**src/rtl/fu_arith_pipe.sv**
```systemverilog
// fu_arith_pipe: pipelined AArch64 integer add/sub functional unit.
//
// Decodes ADD/ADDS/SUB/SUBS (immediate and shifted-register with zero shift),
// CMP/CMN (flag-setting forms with Rd=31) and ADC/SBC, computes the Rd result
// and NZCV in slot 0, then carries the result through STAGES registered slots
// with valid/ready back-pressure. Empty slots are refilled from upstream so
// bubbles collapse.
//
// Ports:
//   i_clk, i_rst          clock; synchronous active-low reset
//   i_inst_valid          issue request
//   o_fu_ready            slot 0 can load this cycle (combinational from i_out_ready)
//   i_inst, i_inst_id     raw instruction word, ROB id
//   i_op0, i_op1          Xn, Xm (Xm ignored for immediate forms)
//   i_nzcv_in             current flags {N,Z,C,V}; C feeds ADC/SBC
//   i_prn_rd, i_prn_flags destination PRNs for Rd and flags
//   o_out_valid           result available; i_out_ready pops it
//   o_out_data(_valid)    Rd result and its write enable
//   o_out_nzcv(_valid)    flags and their write enable
//   o_out_prn_rd, o_out_prn_flags, o_out_inst_id  carried tags
//   o_out_illegal         instruction did not decode
//
// Optional feature (macro FU_ARITH_PIPE_FLUSH_EN): adds i_flush/i_flush_id;
// every slot, and any instruction accepted that cycle, whose id is younger
// than or equal to i_flush_id is squashed.
module fu_arith_pipe #(
    parameter int unsigned XLEN   = 64,
    parameter int unsigned STAGES = 2,
    parameter int unsigned PRN_W  = 7,
    parameter int unsigned ID_W   = 6
) (
    input  logic             i_clk,
    input  logic             i_rst,
    input  logic             i_inst_valid,
    output logic             o_fu_ready,
    input  logic [31:0]      i_inst,
    input  logic [ID_W-1:0]  i_inst_id,
    input  logic [XLEN-1:0]  i_op0,
    input  logic [XLEN-1:0]  i_op1,
    input  logic [3:0]       i_nzcv_in,
    input  logic [PRN_W-1:0] i_prn_rd,
    input  logic [PRN_W-1:0] i_prn_flags,
`ifdef FU_ARITH_PIPE_FLUSH_EN
    input  logic             i_flush,
    input  logic [ID_W-1:0]  i_flush_id,
`endif
    output logic             o_out_valid,
    input  logic             i_out_ready,
    output logic [XLEN-1:0]  o_out_data,
    output logic             o_out_data_valid,
    output logic [3:0]       o_out_nzcv,
    output logic             o_out_nzcv_valid,
    output logic [PRN_W-1:0] o_out_prn_rd,
    output logic [PRN_W-1:0] o_out_prn_flags,
    output logic [ID_W-1:0]  o_out_inst_id,
    output logic             o_out_illegal
);

    typedef struct packed {
        logic [XLEN-1:0]  data;
        logic             data_valid;
        logic [3:0]       nzcv;
        logic             nzcv_valid;
        logic [PRN_W-1:0] prn_rd;
        logic [PRN_W-1:0] prn_flags;
        logic [ID_W-1:0]  inst_id;
        logic             illegal;
    } slot_t;

    // ------------------------------------------------------------------
    // Decode
    // ------------------------------------------------------------------
    logic w_legal;
    logic w_imm_form;
    logic w_is_sub;
    logic w_use_c;
    logic w_set_flags;

    always_comb begin
        w_legal     = 1'b0;
        w_imm_form  = 1'b0;
        w_is_sub    = 1'b0;
        w_use_c     = 1'b0;
        w_set_flags = 1'b0;
        case (i_inst[31:23])
            9'b100100010: begin w_legal = 1'b1; w_imm_form = 1'b1; end
            9'b101100010: begin w_legal = 1'b1; w_imm_form = 1'b1; w_set_flags = 1'b1; end
            9'b110100010: begin w_legal = 1'b1; w_imm_form = 1'b1; w_is_sub = 1'b1; end
            9'b111100010: begin
                w_legal     = 1'b1;
                w_imm_form  = 1'b1;
                w_is_sub    = 1'b1;
                w_set_flags = 1'b1;
            end
            default: ;
        endcase
        // Register forms only decode with a zero shift amount / zero opcode2.
        if (!w_imm_form && (i_inst[15:10] == 6'd0)) begin
            case (i_inst[31:21])
                11'b10001011000: w_legal = 1'b1;
                11'b10101011000: begin w_legal = 1'b1; w_set_flags = 1'b1; end
                11'b11001011000: begin w_legal = 1'b1; w_is_sub = 1'b1; end
                11'b11101011000: begin
                    w_legal     = 1'b1;
                    w_is_sub    = 1'b1;
                    w_set_flags = 1'b1;
                end
                11'b10011010000: begin w_legal = 1'b1; w_use_c = 1'b1; end
                11'b11011010000: begin w_legal = 1'b1; w_use_c = 1'b1; w_is_sub = 1'b1; end
                default: ;
            endcase
        end
    end

    // ------------------------------------------------------------------
    // Datapath: {c,s} = a + b' + cin
    // ------------------------------------------------------------------
    logic [XLEN-1:0] w_imm;
    logic [XLEN-1:0] w_b;
    logic [XLEN-1:0] w_bx;
    logic            w_cin;
    logic [XLEN:0]   w_sum;
    logic [XLEN-1:0] w_s;
    logic [3:0]      w_nzcv;
    slot_t           w_issue;

    assign w_imm  = i_inst[22] ? (XLEN'(i_inst[21:10]) << 12) : XLEN'(i_inst[21:10]);
    assign w_b    = w_imm_form ? w_imm : i_op1;
    assign w_bx   = w_is_sub ? ~w_b : w_b;
    assign w_cin  = w_use_c ? i_nzcv_in[1] : w_is_sub;
    assign w_sum  = {1'b0, i_op0} + {1'b0, w_bx} + {{XLEN{1'b0}}, w_cin};
    assign w_s    = w_sum[XLEN-1:0];
    assign w_nzcv = {w_s[XLEN-1],
                     (w_s == '0),
                     w_sum[XLEN],
                     (i_op0[XLEN-1] == w_bx[XLEN-1]) && (w_s[XLEN-1] != i_op0[XLEN-1])};

    always_comb begin
        w_issue            = '0;
        w_issue.data       = w_s;
        w_issue.nzcv       = w_nzcv;
        w_issue.nzcv_valid = w_legal && w_set_flags;
        // CMP/CMN: flag-setting forms targeting XZR do not write Rd.
        w_issue.data_valid = w_legal && !(w_set_flags && (i_inst[4:0] == 5'h1f));
        w_issue.prn_rd     = i_prn_rd;
        w_issue.prn_flags  = i_prn_flags;
        w_issue.inst_id    = i_inst_id;
        w_issue.illegal    = !w_legal;
    end

    // ------------------------------------------------------------------
    // Pipeline slots
    // ------------------------------------------------------------------
    logic [STAGES-1:0] w_valid;
    logic [STAGES-1:0] w_load;
    slot_t             w_slot [STAGES];

    // A slot loads if it, or any slot downstream of it, is empty, or if the
    // last slot is being popped; walking from the tail avoids a comb chain.
    always_comb begin : p_load
        logic v_acc;
        v_acc  = !w_valid[STAGES-1] || i_out_ready;
        w_load = '0;
        for (int k = STAGES - 1; k >= 0; k--) begin
            v_acc     = v_acc || !w_valid[k];
            w_load[k] = v_acc;
        end
    end

    assign o_fu_ready = i_rst && w_load[0];

`ifdef FU_ARITH_PIPE_FLUSH_EN
    // Younger-or-equal in ROB-wrap order: id lies within the half window at
    // or after flush_id.
    function automatic logic younger_eq(input logic [ID_W-1:0] id,
                                        input logic [ID_W-1:0] fid);
        logic [ID_W-1:0] d;
        d = id - fid;
        return !d[ID_W-1];
    endfunction
`endif

    for (genvar g = 0; g < STAGES; g++) begin : g_slot
        logic  w_in_valid;
        slot_t w_in;
        logic  w_kill_in;
        logic  w_kill_hold;
        logic  r_valid;
        slot_t r_slot;

        if (g == 0) begin : g_head
            assign w_in_valid = i_inst_valid && o_fu_ready;
            assign w_in       = w_issue;
        end else begin : g_body
            assign w_in_valid = w_valid[g-1];
            assign w_in       = w_slot[g-1];
        end

`ifdef FU_ARITH_PIPE_FLUSH_EN
        assign w_kill_in   = i_flush && younger_eq(w_in.inst_id, i_flush_id);
        assign w_kill_hold = i_flush && younger_eq(r_slot.inst_id, i_flush_id);
`else
        assign w_kill_in   = 1'b0;
        assign w_kill_hold = 1'b0;
`endif

        always_ff @(posedge i_clk) begin
            if (!i_rst) begin
                r_valid <= 1'b0;
                r_slot  <= '0;
            end else if (w_load[g]) begin
                r_valid <= w_in_valid && !w_kill_in;
                // Payload only moves with a real instruction so outputs hold
                // their last value across bubbles.
                if (w_in_valid) begin
                    r_slot <= w_in;
                end
            end else begin
                r_valid <= r_valid && !w_kill_hold;
            end
        end

        assign w_valid[g] = r_valid;
        assign w_slot[g]  = r_slot;
    end

    // ------------------------------------------------------------------
    // Outputs
    // ------------------------------------------------------------------
    assign o_out_valid      = w_valid[STAGES-1];
    assign o_out_data       = w_slot[STAGES-1].data;
    assign o_out_data_valid = w_slot[STAGES-1].data_valid;
    assign o_out_nzcv       = w_slot[STAGES-1].nzcv;
    assign o_out_nzcv_valid = w_slot[STAGES-1].nzcv_valid;
    assign o_out_prn_rd     = w_slot[STAGES-1].prn_rd;
    assign o_out_prn_flags  = w_slot[STAGES-1].prn_flags;
    assign o_out_inst_id    = w_slot[STAGES-1].inst_id;
    assign o_out_illegal    = w_slot[STAGES-1].illegal;

    // Register/Rn fields and the N/Z/V input flags are not needed here.
    logic w_unused;
    assign w_unused = ^{i_inst[20:16], i_inst[9:5], i_nzcv_in[3:2], i_nzcv_in[0]};

endmodule

```
**config.mk**
```make
export PLATFORM = sky130hd
export DESIGN_NAME = fu_arith_pipe
export DESIGN_NICKNAME = d
export VERILOG_FILES = /design/src/rtl/fu_arith_pipe.sv
export SDC_FILE = /design/constraint.sdc
export NUM_CORES = 1
export LEC_CHECK = 0
export BUFFER_PORTS_ARGS = -buffer_cell sky130_fd_sc_hd__buf_2
export CORE_ASPECT_RATIO = 0.8
export CORE_MARGIN = 5
export CORE_UTILIZATION = 34
export CTS_CLUSTER_DIAMETER = 30
export DETAILED_ROUTE_END_ITERATION = 10
export PLACE_DENSITY = 0.57
export RECOVER_POWER = 25
export SYNTH_ARGS = -nofsm -noshare
export SYNTH_HDL_FRONTEND = slang
export SYNTH_SLANG_ARGS = --single-unit
```
**constraint.sdc**
```tcl
create_clock -name i_clk -period 9.49 [get_ports i_clk]
set_input_delay 0 -clock i_clk [delete_from_list [all_inputs] [get_ports i_clk]]
set_output_delay 0 -clock i_clk [all_outputs]
set_load 0.05 [all_outputs]
```
### After elaboration in Yosys (flattened, before gate mapping)

Cells that the tools add are included.

* bitwise gates (word level): 1
* equal/unequal tests: 13
* multiplexer cells: 15
* $add $sub $neg: 2
* reduce and logical (&&, ||, !) cells: 26

Operators by type and width (count)
* 2-to-1 mux 64 bit: 2
* == test 11 bit (second input constant): 6
* adder 64 x 64 -> 65 bit: 1
* adder 65 x 1 -> 65 bit: 1
* logical NOT 64 bit: 1
* NOT 64 bit: 1
* == test 9 bit (second input constant): 4
* 2-to-1 mux 24 bit: 1
* 2-to-1 mux 1 bit: 12
* OR reduction 2 bit: 4
* logical AND 1 bit: 7
* logical NOT 6 bit: 1
* OR reduction 6 bit: 1
* == test 5 bit (second input constant): 1
* logical NOT 1 bit: 5
* AND reduction 2 bit: 2
* OR reduction 4 bit: 1
* logical OR 1 bit: 3
* OR reduction 3 bit: 1
* == test 1 bit: 1
* inequality test 1 bit: 1

* bits of input ports: 188
* register bits after elaboration: 184
* logic and storage cells: 75
* output and inout bits: 93

### Depth between registers and ports, before layout

Gate-level depths: netlist of the first run.

* word-level depth: 11
* depth in mapped cells: 24
* depth with buffers taken out: 22

### Worst setup path before layout of the first run

No wires, ideal clock.

* kind: input to register
* start: in i_inst[26]
* end: reg g_slot[0].r_slot[24] (netlist name)
* data required time: 9431 ps
* path buffers: 2
* arrival: 5383 ps
* library setup time: 59 ps
* path slack: 4047 ps
* stages on the path: 22
* cell sequence: or4_1 > or4_1 > a21o_1 > nand2_1 > nand2_1 > clkbuf_1 > clkbuf_1 > xnor2_1 > fa_1 > fa_1 > nor2b_2 > o21ai_2 > a2111o_1 > a211oi_2 > nor3_1 > a2111o_1 > nand2_1 > a221o_1 > a21oi_1 > xnor2_1 > or4_1 > nand2_1

* cells in the longest elaborated chain, start to end: 10
* elaborated cells on any way between the ends: 27
* classes of those cells: 2 x add/sub; 8 x eq/ne; 9 x mux; 1 x bitwise; 7 x reduce/logical

Ends and longest elaborated chain
* start, declared: line 36 `input logic [31:0] i_inst,`
* == test 9 bit: line 85 `case (i_inst[31:23])`
* OR reduction 4 bit (no source line)
* 2-to-1 mux 1 bit: line 85
* logical NOT 1 bit: line 98 `if (!w_imm_form && (i_inst[15:10] == 6'd0)) begin`
* logical AND 1 bit: line 98
* 2-to-1 mux 1 bit: line 98
* 2-to-1 mux 64 bit: line 129 `assign w_bx = w_is_sub ? ~w_b : w_b;`
* adder 64 x 64 -> 65 bit: line 131 `assign w_sum = {1'b0, i_op0} + {1'b0, w_bx} + {{XLEN{1'b0}}, w_cin};`
* adder 65 x 1 -> 65 bit *: line 131
* logical NOT 64 bit *: line 134 `(w_s == '0),`
* end signal, assigned: line 216 `r_slot <= w_in;`
* end, declared: line 189 `slot_t r_slot;`

Every way passes the cells marked *; elsewhere a longest branch is shown, timed or not.
A chain may end at the register's enable or synchronous reset.

### Final worst setup path of the first run

* start: in i_inst[22]
* end: reg g_slot[0].r_slot[24] (netlist name)

* cells in the longest elaborated chain, start to end: 8
* elaborated cells on any way between the ends: 18
* classes of those cells: 2 x add/sub; 4 x eq/ne; 8 x mux; 1 x bitwise; 3 x reduce/logical

Ends and longest elaborated chain
* == test 11 bit: line 99 `case (i_inst[31:21])`
* OR reduction 3 bit (no source line)
* 2-to-1 mux 1 bit: line 99
* 2-to-1 mux 1 bit: line 98
* 2-to-1 mux 64 bit: line 129
* adder 64 x 64 -> 65 bit: line 131
* adder 65 x 1 -> 65 bit *: line 131
* logical NOT 64 bit *: line 134

Marked as above.

==> flow_summary.ini, run 1 <==
[power_and_ir_drop]
power.net_switching_mw = 0.820
p_int_mw = 1.43
seqPwrFrac = 0.379
clkPwrFrac = 0.323
combinationalPowerShare = 0.298
powerDensity_nw_per_um2 = 152
p_sw_frac = 0.365
p_leak_nw = 6.19
ir_drop_mv = 0.0998

[routing]
via_per_inst = 5.30
firstDrtPassIters = 7
drc = 0
drt_wl_total_um = 43400
postRouteAntennaNets = 0
initialDrtViolationCount = 933
routedWlPerCell_um = 18.4
vias = 12500

[timing]
finalHoldViolations = 0
fin_ws_ps = 3340
grt_setup_unrepaired = false
slew_headroom = 0.182
fin_crit_sh = 0.648
fin_setup_tns_ps = 0
slew_viol_final = 0
tightest_slew_ps = 1220
max_freq_mhz = 163
period_needed_ps = 6150
clock-skew-final_ps = 13.7
finalSetupViolCount = 0

[critical_path]
r2r-end = g_slot[0].r_slot[24]
slowest_delay_ps = 550
crit_path_frequent_cell = or4_1
slowest_stage = or4_1
cp_max_fo = 25
worst_ep_arrival_time_ps = 6530
cp_top_family = simple AND/OR/NAND/NOR gates
crit_buf_inv = 1
critPathLaunchType = primary input
crit_chain = buf_2 > or4_1 > or4_1 > a21o_1 > nand2_1 > nand2_2 > xnor2_1 > fa_1 > fa_1 > nor2b_2 > o21ai_2 > a2111o_1 > a211oi_2 > nor3_1 > a21oi_1 > mux2i_1 > o21ai_0 > nor4_2 > nand4_1 > or4_1 > nand2_1
rr_worst_depth = 12
r2r-start = o_out_valid
ff2ff_setup_slack_ps = 5480
worstPathRequired_ps = 9870
cp-end-kind = flop
crit_path_start = i_inst[22]
critical_path_class = primary input to flop

[global_routing]
grt_start_max_net_pins = 103
met2_usage = 0.300
gr-total-overflow = 0
grt_antenna_before_repair = 0
grt_pass1_wl_um = 67300
met1_usage = 0.314
use_met3 = 0.0310
grt_usage = 0.203
grt_pass1_vias = 11800
gr-max-usage-layer = met1

[placement]
dp.cells = 2305
gp_congestion = 0.874
placed_area_um2 = 14000
dp_worst_setup_slack_ps = 2830
hpwl_um = 33400
io_buffers = 272

[layout]
drive_gt1_frac = 0.160
fin_cells = 2363
diodes = 0
area_delta_synth_final_pct = 18.6
design_area_um2 = 14800
fillers = 3831
multi_input_area_um2 = 8310
regArea_um2 = 3640
finalNetCount = 2123
fin_util = 0.411

[clock_tree]
cts.htree.levels = 4
clock_sinks = 182
post_cts_buffers = 0
root_buffer = clkbuf_16
cts_buffers = 17
clk_transition_reported_paths_ps = 70
cts_tree = built
clk-insertion-delay-late_ps = 430
cts_buffer_depth = 2

[run]
maxCapViolCount = 0

[logic_synthesis]
synth.ff_latch_count = 182
synth_simple_gate_area_frac = 0.267
synth_nets = 1912
netlist_area_um2 = 12500
yosysWarnings = 0
yosys.area.top_type = dfxtp_1
synth_cell_types = 89
synth-main-ff-cell = dfxtp_1
synth_area_leaders = dfxtp_1 29%, nand2_1 12%, ha_1 6.3%
synthArstFlopShare = 0
seq_area_frac_synth = 0.292
yosys.area.top_type_share = 0.292
syn_area_per_cell_um2 = 7.53
synth_fa_ha_area_frac = 0.0663
synth-compound-area-share = 0.243
synth_edf_count = 0
synth_top_family_by_area = simple AND/OR/NAND/NOR gates
syn_inst = 1659
synthMuxAreaShare = 0.0384
synthXorXnorAreaFrac = 0.0484

[outcome]
outcome = completed

[floorplan]
ios = 281
num_rows = 62
die_h_um = 181
start_util = 0.346
coreArea_um2 = 36100
die_x_um = 224
die_area_um2 = 40700

[min_path]
hp-start = i_op0[62]
hp-class = primary input to flop
min_path_cells = 4
worstHoldEndpoint = g_slot[0].r_slot[23]
## worst reg2reg max path, cell delays in order (launching register included)
cell	delay (ps)
dfxtp_1	320
nor2b_1	190
nand2_1	170
nand3_4	410
or4_4	720
a2111oi_4	310
nand4_1	210
nor4_2	280
nand4_1	180
nor4b_2	400
nand4_1	230
or4_1	460
nand2_1	80
## power by group through the flow
| stage | Combinational, mW | Clock [mW] | Sequential, mW |
|---|---|---|---|
| final | 0.669 | 0.726 | 0.853 |
| after CTS | 0.668 | 0.740 | 0.852 |
| after detailed placement | 0.657 | 0 | 0.870 |
| after floorplan | 0.414 | 0 | 0.910 |
| after global placement | 0.656 | 0 | 0.869 |
| after global routing | 0.732 | 0.771 | 0.860 |
## Yosys cell counts, types with 4 or more instances
| library cell | number |
|---|---|
| buf_2 | 19 |
| mux2i_1 | 48 |
| and3_1 | 24 |
| a21oi_2 | 4 |
| nand3_1 | 113 |
| o21a_1 | 16 |
| ha_1 | 63 |
| buf_6 | 4 |
| nor3_1 | 21 |
| and2_1 | 4 |
| clkbuf_1 | 80 |
| nor3b_1 | 14 |
| dfxtp_1 | 182 |
| a211oi_2 | 5 |
| o21ai_1 | 15 |
| a21oi_1 | 108 |
| nand2_1 | 400 |
| nor4_1 | 8 |
| a21o_1 | 21 |
| or3_1 | 9 |
| o21ai_0 | 67 |
| xor2_1 | 45 |
| nand4_1 | 28 |
| or4_1 | 4 |
| o21ai_2 | 7 |
| xnor2_1 | 24 |
| a21boi_0 | 93 |
| o31ai_1 | 11 |
| inv_1 | 13 |
| o211a_1 | 4 |
| o21bai_1 | 9 |
| a31oi_1 | 7 |
| nor2b_1 | 12 |
| nor2_1 | 59 |
| buf_1 | 5 |
| a211oi_1 | 17 |
| a211o_1 | 4 |
| a2111oi_0 | 4 |
| o41ai_1 | 4 |
## cells in the final DEF (no fill, tap or decap), drive strengths merged, types with 6 or more instances in the layout
cell type	n
a2111oi	7
a211oi	22
a21boi	93
a21o	24
a21oi	114
a31oi	8
and3	25
buf	213
clkbuf	84
clkinv	6
dfxtp	182
dlygate4sd3	26
ha	63
inv	20
mux2i	48
nand2	400
nand3	113
nand4	30
nor2	60
nor2b	14
nor3	21
nor3b	14
nor4	10
o21a	18
o21ai	89
o21bai	9
o31ai	12
or2	6
or3	12
xnor2	24
xor2	45
## registers in the layout (all words and copies together), names as in the netlist
| register | flops |
|---|---|
| o_out_nzcv | 3 |
| g_slot.r_valid | 1 |
| o_out_inst_id | 6 |
| o_out_prn_flags | 7 |
| o_out_nzcv_valid | 1 |
| o_out_data | 64 |
| o_out_prn_rd | 7 |
| o_out_illegal | 1 |
| o_out_valid | 1 |
| o_out_data_valid | 1 |
| g_slot.r_slot | 90 |
## stage by stage
step | total power, mW | hold slack, ps
after global placement | 1.53 | 190
after detailed placement | 1.53 | 193
after floorplan | 1.32 | 98.9
after global routing | 2.36 | 79.6
after CTS | 2.26 | 40.5
final | 2.25 | 61.0
## final cells by class
cell class | count | area share
Sequential cell | 182 | 0.246
Timing Repair Buffer | 306 | 0.108
Clock inverter | 15 | 0.0123
Clock buffer | 17 | 0.0287
Tap cell | 480 | 0.0405
Inverter | 13 | 0.00329
Multi-Input combinational cell | 1350 | 0.561
## how the worst max path moves through the flow
stage                           end  slack (ps)  cells past startpoint
2_1_floorplan  g_slot[0].r_slot[24]        4050                     22
3_3_place_gp   g_slot[0].r_slot[24]        2920                     21
3_5_place_dp   g_slot[0].r_slot[24]        2830                     21
4_1_cts        g_slot[0].r_slot[24]        3250                     21
5_1_grt        g_slot[0].r_slot[24]        2860                     21
6_report       g_slot[0].r_slot[24]        3340                     21
## what timing repair did
action,4_1_cts,5_1_grt
hold endpoints to repair,25,0
hold buffers,26,0
resized for setup,0,0
endpoints found under the setup margin,0,0
## routing by layer
metal,share of wire,vias up
li1,-,6335
met4,0.014,0
met1,0.52,5820
met3,0.052,36
met5,0,-
met2,0.42,343
## kinds of logic after synthesis
group,Yosys count
AOI/OAI and AO/OA,442
xor gates and xnor gates,69
adders and majority gates,65
buffers and inverters,127
DFF,182
muxes,48
and+or+nand+nor,726
Note: power is estimated with default switching activity, not from simulation.
==> run 2, diff against run 1 <==
ABC_AREA = 1   (was not set)
clock period = 6 ns   (was 9.49 ns; I/O delays follow)
==> run 2 against run 1 <==
Design area grew 8.5%; combinational power is 78% higher; register-to-register slack worse by 2400 ps; global-route usage is 0.22 points higher; highest routed layer unchanged.
==> flow_summary.ini, run 2 <==
[critical_path]
critPathLaunchType = primary input
crit_path_start = i_inst[22]
ff2ff_setup_slack_ps = 3070
crit_path_frequent_cell = nand2_1
rr_worst_depth = 6
r2r-end = o_out_data[48]
cp-end-kind = flop
slowest_stage = fa_1
r2r-start = o_out_valid
worstPathRequired_ps = 6350
worst_ep_arrival_time_ps = 4720
cp_max_fo = 15
slowest_delay_ps = 430
critical_path_class = primary input to flop

[placement]
dp.cells = 3088
hpwl_um = 39100
gp_congestion = 0.916
io_buffers = 272

[timing]
period_needed_ps = 4370
grt_setup_unrepaired = false
slew_viol_final = 0
fin_crit_sh = 0.728
finalSetupViolCount = 0
finalHoldViolations = 0
fin_setup_tns_ps = 0
slew_headroom = 0.251
clock-skew-final_ps = 11.6
max_freq_mhz = 229
tightest_slew_ps = 1120

[layout]
fillers = 4476
fin_util = 0.408
finalNetCount = 2848
final_common_cell = nand2_1
layout_common_cells = 781 x nand2_1, 445 x inv_1, 231 x nor2_1, 204 x buf_2, 182 x dfxtp_1
diodes = 0
drive_gt1_frac = 0.113
area_delta_synth_final_pct = 18.9
regArea_um2 = 3640
multi_input_area_um2 = 7900
fin_cells = 3144
top_register = g_slot.r_slot
largest_reg_flops = 90

[logic_synthesis]
synth_nets = 2597
synth_edf_count = 0
synth_common_cells = 783 x nand2_1, 446 x inv_1, 231 x nor2_1, 182 x dfxtp_1, 177 x o21ai_0
yosys.area.top_type = dfxtp_1
synth_area_leaders = dfxtp_1 27%, nand2_1 22%, inv_1 12%
yosysWarnings = 0
netlist_area_um2 = 13500
synth_cell_types = 40
synth_most_common_cell = nand2_1
yosys.area.top_type_share = 0.270
seq_area_frac_synth = 0.270
synth-main-ff-cell = dfxtp_1
synth.ff_latch_count = 182
syn_area_per_cell_um2 = 5.77
syn_inst = 2344
synthArstFlopShare = 0

[clock_tree]
clk-insertion-delay-late_ps = 430
root_buffer = clkbuf_16
clk_transition_reported_paths_ps = 70
ctsResizeCount = 0
post_cts_buffers = 0
cts_tree = built
cts_buffers = 17
clock_sinks = 182
cts_buffer_depth = 2
cts.htree.levels = 4
cts_hold_buf = 24

[outcome]
outcome = completed

[global_routing]
grt_pass1_vias = 13400
grt_antenna_before_repair = 0
met2_usage = 0.314
grt_start_max_net_pins = 129
gr-total-overflow = 0
met1_usage = 0.317
use_met3 = 0.0227
grt_pass1_wl_um = 72300
gr-max-usage-layer = met1
grt_usage = 0.206

[routing]
vias = 14400
postRouteAntennaNets = 0
routedWlPerCell_um = 15.0
via_per_inst = 4.58
drt_wl_total_um = 47200
firstDrtPassIters = 7
initialDrtViolationCount = 770
drc = 0

[floorplan]
start_util = 0.343
die_h_um = 188
num_rows = 65
die_x_um = 233
die_area_um2 = 43900
ios = 281
coreArea_um2 = 39400

[run]
maxCapViolCount = 0

[min_path]
worstHoldEndpoint = g_slot[0].r_slot[23]
min_path_cells = 4
hp-start = i_op0[63]
hp-class = primary input to flop

[power_and_ir_drop]
p_leak_nw = 8.80
ir_drop_mv = 0.210
powerDensity_nw_per_um2 = 225
==> run 2: changes by cell type after synthesis, moves of 24 or more <==
cell,previous run,this run
inv_1,13,446
nand2_1,400,783
nor2_1,59,231
o21ai_0,67,177
a21boi_0,93,0
mux2i_1,48,0
nand3_1,113,71
o22ai_1,3,45
xor2_1,45,10
nand2_2,0,24
==> run 2: cell families after synthesis <==
kind of cell | after synthesis | share of synthesized area
AO/OA/AOI/OAI | 344 | 0.134
XOR/XNOR | 56 | 0.0368
adder cells (fa/ha/maj) | 65 | 0.0613
buffers and inverters | 524 | 0.147
flip-flops | 182 | 0.270
AND/OR/NAND/NOR | 1173 | 0.351
==> run 2: area by class of cell <==
| cell class | count | area share |
|---|---|---|
| Multi-Input combinational cell | 1638 | 0.492 |
| Sequential cell | 182 | 0.227 |
| Inverter | 450 | 0.105 |
| Timing Repair Buffer | 306 | 0.0990 |
| Tap cell | 536 | 0.0417 |
| Clock buffer | 18 | 0.0273 |
| Clock inverter | 14 | 0.00833 |
==> run 2: critical path: cells and delay by family <==
family | cells | cell delay [ps]
fa+ha+maj | 2 | 860
simple gates | 22 | 2810
compound gates | 2 | 270
buf+inv | 3 | 390
xor+xnor | 1 | 360
==> run 2: worst max path at each step <==
stage,endpoint,slack [ps],cells after the start
after floorplan,g_slot[0].r_slot[24],2490,31
after global placement,g_slot[0].r_slot[24],1270,29
after detailed placement,g_slot[0].r_slot[24],1160,31
after CTS,g_slot[0].r_slot[24],1590,30
after global routing,g_slot[0].r_slot[24],1140,28
final,g_slot[0].r_slot[24],1630,30
==> run 2: where the power goes <==
group / switching [mW] / leakage [nW] / internal, mW / total, mW
clock: 0.518 / 0.275 / 0.563 / 1.08
combinational: 0.828 / 7.02 / 0.363 / 1.19
sequential: 0.0355 / 1.50 / 1.31 / 1.34
==> run 2: per-layer routing <==
layer  share of wire  wire (µm)  up-vias
met1            0.53      24900     6368
li1                -          -     7683
met5               0          0        -
met4          0.0075        356        0
met2            0.42      19600      324
met3           0.049       2320       22
==> run 2: per-stage QoR <==
step | instance area, µm² | hold slack (ps) | setup slack, ps | power (mW)
after floorplan | 13500 | 110 | 2490 | 2.16
after global placement | 15300 | 199 | 1270 | 2.54
after detailed placement | 15300 | 204 | 1160 | 2.55
after CTS | 16200 | 66.7 | 1590 | 3.64
after global routing | 16100 | 102 | 1140 | 3.82
final | 16100 | 83.9 | 1630 | 3.61
